## src/rtl/updown_gray_counter.sv

```systemverilog
// Up/down counter with a programmable top value, wrap or saturate at the bounds,
// and a Gray-coded or plain binary output.
module updown_gray_counter #(
    parameter int WIDTH  = 3,
    parameter int MAXVAL = 2**WIDTH - 1,
    parameter bit GRAY   = 1'b1,
    parameter bit SAT    = 1'b0
) (
    input  logic             clk,
    input  logic             reset,
    input  logic             en,
    input  logic             A,
    input  logic             load,
    input  logic [WIDTH-1:0] d,
    output logic [WIDTH-1:0] Y,
    output logic             tc,
    output logic             wrap
);

    localparam logic [WIDTH-1:0] MAX = WIDTH'(MAXVAL);

    logic [WIDTH-1:0] cnt;
    logic             at_max;
    logic             at_zero;

    // The bounds are compared explicitly, so a MAXVAL below 2**WIDTH-1 never
    // relies on the natural roll-over of the adder.
    assign at_max  = (cnt == MAX);
    assign at_zero = (cnt == '0);

    // NOTE: state registers use non-blocking assignments so every flop samples
    // the pre-edge value of cnt regardless of statement order.
    always_ff @(posedge clk) begin
        if (reset) begin
            cnt  <= '0;
            wrap <= 1'b0;
        end else if (load) begin
            cnt  <= (d > MAX) ? MAX : d;
            wrap <= 1'b0;
        end else if (en) begin
            if (A) begin
                if (at_max) begin
                    cnt  <= SAT ? MAX : '0;
                    wrap <= 1'b1;
                end else begin
                    cnt  <= cnt + WIDTH'(1);
                    wrap <= 1'b0;
                end
            end else begin
                if (at_zero) begin
                    cnt  <= SAT ? '0 : MAX;
                    wrap <= 1'b1;
                end else begin
                    cnt  <= cnt - WIDTH'(1);
                    wrap <= 1'b0;
                end
            end
        end else begin
            wrap <= 1'b0;
        end
    end

    // Output encoding is a pure function of cnt, so Y adds no latency.
    assign Y  = GRAY ? (cnt ^ (cnt >> 1)) : cnt;
    assign tc = A ? at_max : at_zero;

endmodule

```

## config.mk

```make
export PLATFORM = sky130hd
export DESIGN_NAME = updown_gray_counter
export DESIGN_NICKNAME = d
export VERILOG_FILES = /design/src/rtl/updown_gray_counter.sv
export SDC_FILE = /design/constraint.sdc
export NUM_CORES = 1
export LEC_CHECK = 0
export CAP_MARGIN = 20
export CELL_PAD_IN_SITES_DETAIL_PLACEMENT = 1
export CELL_PAD_IN_SITES_GLOBAL_PLACEMENT = 2
export CORE_MARGIN = 4
export CORE_UTILIZATION = 20
export CTS_CLUSTER_DIAMETER = 80
export CTS_CLUSTER_SIZE = 28
export DETAILED_ROUTE_END_ITERATION = 10
export PLACE_DENSITY_LB_ADDON = 0.1
export SYNTH_ARGS = -nofsm -noshare
export SYNTH_HDL_FRONTEND = slang
export SYNTH_SLANG_ARGS = --single-unit
export TNS_END_PERCENT = 10
```

## constraint.sdc

```tcl
create_clock -name clk -period 1.67 [get_ports clk]
set_input_delay 0.167 -clock clk [delete_from_list [all_inputs] [get_ports clk]]
set_output_delay 0.167 -clock clk [all_outputs]
set_load 0.005 [all_outputs]
```

# ---- Word level (Yosys, flattened, before mapping)
# Index checks and enable logic that the tools add are counted.
dict set report classes {
  add_sub_neg 2
  n_lt_le_gt_ge 1
  n_eq_ne 1
  mux 10
  n_bitwise 2
  n_reduce_logical 3
}
# op count
set ops {}
lappend ops {{$mux W3} 6}
lappend ops {{$mux W1} 4}
lappend ops {{$add A3 B1 Y3 const B} 1}
lappend ops {{$eq A3 B3 Y1 const B} 1}
lappend ops {{$gt A3 B3 Y1 const B} 1}
lappend ops {{$logic_not A3 Y1} 1}
lappend ops {{$reduce_or A3 Y1} 1}
lappend ops {{$sub A3 B1 Y3 const B} 1}
lappend ops {{$xor A3 B2 Y3} 1}
lappend ops {{$reduce_bool A2 Y1} 1}
lappend ops {{$not A1 Y1} 1}
dict set report word_totals {
  ff_bits 4
  inputBits 8
  output_inout_bits 5
  elab_cells 21
}

# ---- Longest topological paths before layout
# Gate-level depths: netlist of the first run.
dict set report depth {
  ltp_word 5
  mapped_depth 6
  mapped_depth_nobuf 6
}

# ---- Worst setup path after synthesis of the first run
# Ideal clock, no wire load.
dict set report synth_path {
  path_kind {register -> register}
  from {register cnt[0]}
  to {register cnt[0]}
  setup_time_ps 127
  arrival_ps 1161
  required_time_ps 1543
  setup_slack_ps 382
  stages_incl_launch_ff 7
  path_buffers 0
  period_less_slack_ps 1288
  path_cell_list {dfxtp_1 inv_1 ha_1 ha_1 nor2b_2 nor3_1 a2111oi_2}
}
dict set report synth_via {
  elab_chain_len 5
  elab_cells_between_ends 9
  classes_between {2 x add/sub; 1 x eq/ne; 5 x mux; 1 x reduce/logical}
}
# element line_no
set synth_rtl {}
lappend synth_rtl {{from (decl)} 22} ;# logic [WIDTH-1:0] cnt;
lappend synth_rtl {{from (signal assigned)} 38} ;# cnt <= (d > MAX) ? MAX : d;
lappend synth_rtl {{from (signal assigned)} 43} ;# cnt <= SAT ? MAX : '0;
lappend synth_rtl {{from (signal assigned)} 46} ;# cnt <= cnt + WIDTH'(1);
lappend synth_rtl {{$sub A3 B1 Y3, or another cell as far along} 54} ;# cnt <= cnt - WIDTH'(1);
lappend synth_rtl {{$mux W3, on equally long branches} {50, 42}}
lappend synth_rtl {{$mux W3 *} 41} ;# if (A) begin
lappend synth_rtl {{$mux W3 *} 40} ;# end else if (en) begin
lappend synth_rtl {{$mux W3 *} 37} ;# end else if (load) begin
# Every way passes the cells marked *; elsewhere a longest branch is shown, timed or not. The select of a mux whose other input is x is not followed.
# A chain may end at the register's enable or synchronous reset.

# ---- Worst setup path after layout of the first run
dict set report layout_path {
  from {register cnt[1]}
  to {output port Y[0]}
}
dict set report layout_via {
  elab_chain_len 1
}
# element line_no
set layout_rtl {}
lappend layout_rtl {{$xor A3 B2 Y3} 64} ;# assign Y = GRAY ? (cnt ^ (cnt >> 1)) : cnt;
lappend layout_rtl {{to (decl)} 15} ;# output logic [WIDTH-1:0] Y,
# No other way between the ends.

==> results.py, run 1 <==
metrics = {
    "synth": {
        "async_flop_share_pct": 0,
        "synth.top_cell.area_share_pct": 28.2,
        "yosysMostFrequentCell": "inv_1",
        "synth_warnings": 0,
        "ys_ff_latch": 4,
        "syn_area_um2": 284,
        "syn_inst": 34,
        "synth_top_flop_cell": "dfxtp_1",
        "ys_types": 18,
        "syn_area_per_cell_um2": 8.35,
        "syn_nets": 46,
        "synthTopCellsByCount": "inv_1 (5), dfxtp_1 (4), ha_1 (4)",
        "synth_edf_count": 0,
        "synth_area_leaders": "dfxtp_1 (28%), ha_1 (18%), inv_1 (6.6%), o21ai_0 (5.3%), a2111oi_2 (5.3%)",
        "synth_area_leader_cell": "dfxtp_1",
        "ys_seq_area_share_pct": 28.2,
    },
    "clocking": {
        "clkSinkCount": 4,
        "htreeDepth": 1,
        "cts_max_path_buffers": 2,
        "cts_buffers": 3,
        "cts_tree": "yes",
        "cts_root_buffer": "clkbuf_4",
        "ctsHoldBuffers": 0,
        "worstSkewPairLatency_ns": 0.23,
        "postCtsSetupRepairBufs": 0,
        "clkTransAtPathRegs_ns": 0.04,
    },
    "sta": {
        "hold_viol": 0,
        "layout_min_cycle_time_ns": 1.62,
        "rsz0062_at_grt": "false",
        "setup_ws_ns": 0.0506,
        "slew_headroom_pct": 82.4,
        "setup_viol": 0,
        "tightest_slew_ns": 0.264,
        "fin_skew_ns": 0.00413,
        "fin_crit_sh_pct": 97.0,
        "clock.fmax_mhz": 618,
        "final-max-slew-violation-count": 0,
    },
    "detailed_routing": {
        "wl_per_cell_um": 12.3,
        "postRouteAntennaNets": 0,
        "drt-met1-wl_um": 312,
        "dr.first_iter.drc_count": 5,
        "avgViaCountPerCell": 4.79,
        "top_layer_used": "met4",
        "met2_wirelength_um": 453,
        "drt_first_pass_iters": 4,
        "drc": 0,
        "met3_length_um": 65,
        "drt-total-wl_um": 839,
        "vias": 326,
    },
    "global_routing": {
        "grt_use_total_pct": 9.97,
        "grt_first_pass_wirelength_um": 1440,
        "grt_max_degree": 7,
        "antenna_found_initial": 0,
        "grt_pass1_vias": 361,
        "grt.overflow.total": 0,
    },
    "finish": {
        "multi_input_area_um2": 180,
        "diodes": 0,
        "seq_area_um2": 82.6,
        "num-fill-cells": 155,
        "final_layout_size_suffix_gt1_share_pct": 26.4,
        "stdcell_count": 68,
        "final_area_um2": 475,
        "fin_nets": 67,
        "area.growth.synth_to_final_pct": 67.4,
    },
    "job": {
        "drv_cap": 0,
    },
    "power_and_ir_drop": {
        "switchingPower_uw": 86.2,
        "power_frac_seq_pct": 32.6,
        "pwr-share-clk_pct": 34.9,
        "vdd_drop_max_v": 0.000327,
        "power_leakage_nw": 0.216,
        "power.density_mw_per_mm2": 709,
        "p_comb_share_pct": 32.5,
        "intPower_uw": 251,
        "p_sw_share_pct": 25.6,
    },
    "place": {
        "gp_congestion": 0.697,
        "hpwl_um": 720,
        "dp_slack_ns": -0.0425,
        "place.detailed.instances": 65,
        "placed_area_um2": 453,
        "numPortBuffers": 12,
    },
    "floorplan": {
        "dieArea_mm2": 0.00209,
        "fp.dieW_um": 45.7,
        "rows": 13,
        "die_y_um": 45.7,
        "io_pins": 13,
        "core_mm2": 0.00132,
        "initial_core_util_pct": 21.6,
    },
    "min_path": {
        "hp-class": "in2reg",
    },
    "worst_setup_path": {
        "startpoint_type": "flip-flop",
        "required_ns": 1.50,
        "crit_type": "reg2out",
        "crit_path_max_fanout": 3,
        "endpoint_kind": "primary output",
        "r2r_slack_ns": 0.21,
        "cp_data_arrival_time_ns": 1.45,
    },
    "run_status": {
        "outcome": "finished clean",
    },
}
## routing by layer
metal	up-vias	GRT usage (%)
met2	15	17.8
met1	151	9.62
met3	4	3.95
met4	0	5.26
met5	-	0
li1	156	-
## what timing repair did
item / 4_1_cts / 5_1_grt
endpoints found under the hold margin: 0 / 0
endpoints found under the setup margin: 1 / 1
resized for setup: 6 / 1
## path summary, 6_finish.rpt
| check | startpoint | end | cells after the start |
|---|---|---|---|
| hold reg to reg | cnt[0] | cnt[0] | 2 |
| hold / removal | d[0] | cnt[0] | 3 |
| setup / recovery | cnt[1] | Y[0] | 3 |
| setup reg to reg | cnt[0] | cnt[0] | 6 |
## power by group through the flow
stage | Combinational, mW | Sequential (mW) | Clock, mW
6_report | 0.110 | 0.110 | 0.118
3_3_place_gp | 0.107 | 0.110 | 0
4_1_cts | 0.114 | 0.110 | 0.122
3_5_place_dp | 0.112 | 0.111 | 0
5_1_grt | 0.123 | 0.110 | 0.128
2_1_floorplan | 0.0427 | 0.110 | 0
## metrics by stage
| stage | util (%) | hold WS (ns) | power, mW | setup TNS (ns) |
|---|---|---|---|---|
| after floorplan | - | 0.243 | 0.153 | 0 |
| after global routing | 36.1 | 0.515 | 0.361 | 0 |
| after detailed placement | 34.4 | 0.671 | 0.222 | -0.0425 |
| final | 36.1 | 0.504 | 0.337 | 0 |
| after CTS | 36.6 | 0.500 | 0.346 | 0 |
| after global placement | 34.4 | 0.649 | 0.217 | 0 |
## cell families (layout without fill, tap and decap cells)
logic type	Yosys count	after routing	share of synthesized area, %
buffers and inverters	6	25	9.25
DFF	4	4	28.2
xor gates and xnor gates	1	1	3.08
AOI/OAI and AO/OA	10	10	25.1
adders and majority gates	4	4	17.6
and+or+nand+nor	9	9	16.7
## flip-flops by register name, summed over array words and instances (netlist names)
signal  cells
cnt         3
wrap        1
## critical path, cell delays in order, from the launching register on
cell and delay (ns):
dfxtp_2 0.34, inv_1 0.05, ha_2 0.33, clkdlybuf4s50_1 0.50
## placed cells by master, fill, tap and decap left out
master and instances:
nor2_1 1, clkbuf_4 3, nor2b_2 1, ha_1 3, o211a_1 1, a21oi_1 1, nand2b_1 1, dfxtp_1 2
o22ai_1 2, ha_2 1, a21o_1 1, clkdlybuf4s50_1 11, nor3_1 2, nor3b_1 1, nand2_1 3, xor2_1 1
o21ai_0 3, a31oi_1 1, buf_4 5, buf_2 1, inv_1 5, a2111oi_2 1, dfxtp_2 2
## layout make-up
type / count / share of cell area, %
Inverter: 5 / 3.95
Multi-Input combinational cell: 24 / 37.9
Sequential cell: 4 / 17.4
Clock buffer: 3 / 4.74
Timing Repair Buffer: 17 / 32.1
Tap cell: 15 / 3.95
No activity file was read; power rests on OpenSTA's default activity.
==> run 2, diff against run 1 <==
- ABC_AREA: not set -> 1
- CORE_UTILIZATION: 20 -> 19
- SETUP_SLACK_MARGIN: not set -> 0.4
==> results.py, run 2 <==
metrics = {
    "run_status": {
        "outcome": "finished clean",
    },
    "worst_setup_path": {
        "crit_type": "reg2reg",
        "cp_top_family": "buffers and inverters",
        "worst_path_max_delay_cell": "dfxtp_2",
        "path_common_cell": "buf_6",
        "startpoint_type": "flip-flop",
        "r2r_slack_ns": 0.26,
        "rr_worst_depth": 11,
        "crit_buf_inv": 5,
        "r2r-end": "cnt[0]",
        "slowest_delay_ns": 0.33,
        "cp_data_arrival_time_ns": 1.57,
        "crit_path_max_fanout": 3,
        "cp_cell_sequence": "inv_2, ha_4, ha_4, nand2_4, buf_6, buf_6, buf_6, buf_6, nand2_4, nand2_2, a21oi_2",
        "required_ns": 1.83,
        "endpoint_kind": "flip-flop",
        "worst_r2r_startpoint": "cnt[0]",
    },
    "floorplan": {
        "die_y_um": 48.3,
        "core_mm2": 0.00152,
        "rows": 14,
        "initial_core_util_pct": 20.3,
        "fp.dieW_um": 48.3,
        "dieArea_mm2": 0.00234,
        "io_pins": 13,
    },
    "synth": {
        "async_flop_share_pct": 0,
        "synth_area_leaders": "dfxtp_1 (26%), ha_1 (16%), nand2_1 (15%), inv_1 (9.7%), nor2_2 (4.0%)",
        "syn_nets": 57,
        "synth_area_leader_cell": "dfxtp_1",
        "syn_area_per_cell_um2": 6.87,
        "ys_seq_area_share_pct": 25.9,
        "synth.top_cell.area_share_pct": 25.9,
        "synth_warnings": 0,
        "ys_types": 18,
        "yosysMostFrequentCell": "nand2_1",
        "syn_inst": 45,
        "syn_area_um2": 309,
        "synth_edf_count": 0,
        "ys_ff_latch": 4,
        "synthTopCellsByCount": "nand2_1 (12), inv_1 (8), dfxtp_1 (4), ha_1 (4)",
        "synth_top_flop_cell": "dfxtp_1",
    },
    "sta": {
        "clock.fmax_mhz": 709,
        "slew_headroom_pct": 87.5,
        "tightest_slew_ns": 0.186,
        "fin_crit_sh_pct": 84.5,
        "layout_min_cycle_time_ns": 1.41,
        "rsz0062_at_grt": "true",
        "fin_skew_ns": 0.0112,
        "tns_ns": 0,
        "setup_viol": 0,
        "hold_viol": 0,
        "final-max-slew-violation-count": 0,
    },
    "finish": {
        "final_common_cell": "clkdlybuf4s50_1",
        "final_area_um2": 606,
        "layout_common_cells": "clkdlybuf4s50_1 (9), nand2_1 (7), inv_1 (6), buf_6 (6), buf_4 (4)",
        "top_regs": "cnt x3, wrap x1",
        "final_layout_size_suffix_gt1_share_pct": 44.1,
        "num-fill-cells": 183,
        "diodes": 0,
        "top_register": "cnt",
        "area.growth.synth_to_final_pct": 96.0,
        "fin_nets": 82,
        "largest_register_ffs": 3,
    },
    "min_path": {
        "hp-class": "in2reg",
        "hold_depth": 2,
        "hold_end": "cnt[0]",
        "min_from": "reset",
    },
    "global_routing": {
        "antenna_found_initial": 0,
        "grt.overflow.total": 0,
        "grt_pass1_vias": 393,
        "grt_use_total_pct": 8.91,
        "grt_first_pass_wirelength_um": 1660,
        "grt_max_degree": 6,
    },
    "clocking": {
        "clkTransAtPathRegs_ns": 0.04,
        "cts_tree": "yes",
        "htreeDepth": 1,
        "cts_max_path_buffers": 2,
        "clkSinkCount": 4,
        "cts_root_buffer": "clkbuf_4",
        "cts_buffers": 3,
        "worstSkewPairLatency_ns": 0.23,
    },
    "detailed_routing": {
        "drt-total-wl_um": 998,
        "postRouteAntennaNets": 0,
        "wl_per_cell_um": 11.9,
        "vias": 349,
        "avgViaCountPerCell": 4.15,
        "drt_first_pass_iters": 4,
        "dr.first_iter.drc_count": 3,
        "drc": 0,
    },
    "power_and_ir_drop": {
        "power_frac_seq_pct": 28.4,
        "p_sw_share_pct": 27.6,
        "power.density_mw_per_mm2": 635,
        "switchingPower_uw": 106,
        "vdd_drop_max_v": 0.000241,
        "pwr-share-clk_pct": 30.4,
        "power_leakage_nw": 0.306,
        "intPower_uw": 279,
        "p_comb_share_pct": 41.2,
    },
    "place": {
        "hpwl_um": 820,
        "placed_area_um2": 457,
        "numPortBuffers": 12,
        "gp_congestion": 0.766,
    },
    "job": {
        "drv_cap": 0,
    },
}
-- run 2: kinds of logic (layout without fill, tap and decap cells) --
logic type | Yosys count | after routing | synth area share (%)
xor+xnor | 1 | 1 | 2.83
buf+inv | 10 | 33 | 13.4
compound gates | 6 | 6 | 12.6
flops | 4 | 4 | 25.9
fa+ha+maj | 4 | 4 | 16.2
simple gates | 20 | 20 | 29.2
-- run 2: worst max path at each step --
stage | from | to | cells past startpoint
3_3_place_gp | cnt[1] | tc | 5
3_5_place_dp | cnt[0] | tc | 6
5_1_grt | cnt[0] | cnt[0] | 11
4_1_cts | cnt[0] | tc | 6
2_1_floorplan | cnt[0] | cnt[1] | 5
6_report | cnt[0] | cnt[0] | 11
-- run 2: what timing repair did --
item | in CTS | in global routing
resized for setup | 7 | 22
pin swaps | 1 | 5
hold buffers | 0 | 0
setup endpoints to repair | 6 | 8
setup buffers | 5 | 2
-- run 2: routing by layer --
layer	track usage [%]	part of all wire, %	vias up
li1	-	-	184
met1	9.12	40	154
met2	17.4	55	11
met3	2.76	4.4	0
met4	1.38	0	0
met5	0	0	-
-- run 2: power by group through the flow --
| stage | sequential, mW | combinational (mW) | clock [mW] |
|---|---|---|---|
| 2_1_floorplan | 0.109 | 0.0437 | 0 |
| 3_3_place_gp | 0.109 | 0.102 | 0 |
| 3_5_place_dp | 0.110 | 0.106 | 0 |
| 4_1_cts | 0.109 | 0.115 | 0.122 |
| 5_1_grt | 0.110 | 0.175 | 0.132 |
| 6_report | 0.109 | 0.158 | 0.117 |
-- run 2: cell type report --
type                            count  area (µm²)  area share, %
Clock buffer                        3        22.5           3.72
Sequential cell                     4        83.8           13.8
Tap cell                           16        20.0           3.31
Inverter                            9        33.8           5.58
Timing Repair Buffer               21         205           33.9
Multi-Input combinational cell     31         240           39.7
-- run 2: worst reg2reg max path, delay by kind of cell, from the launching register on --
kind	cells	cell delay, ns
DFF	1	0.33
and+or+nand+nor	3	0.16
buffers and inverters	5	0.48
AOI/OAI and AO/OA	1	0.12
adders and majority gates	2	0.27
-- run 2: through the flow --
stage / setup WS (ns) / utilization (%) / hold slack (ns) / total power [mW] / cells
floorplan: 0.521 / - / 0.229 / 0.153 / 45
global placement: 0.144 / 30.0 / 0.595 / 0.211 / 74
detailed placement: 0.0922 / 30.0 / 0.619 / 0.215 / 74
CTS: 0.144 / 34.0 / 0.578 / 0.346 / 82
global route: 0.195 / 39.7 / 0.583 / 0.418 / 84
finish: 0.260 / 39.7 / 0.579 / 0.385 / 84
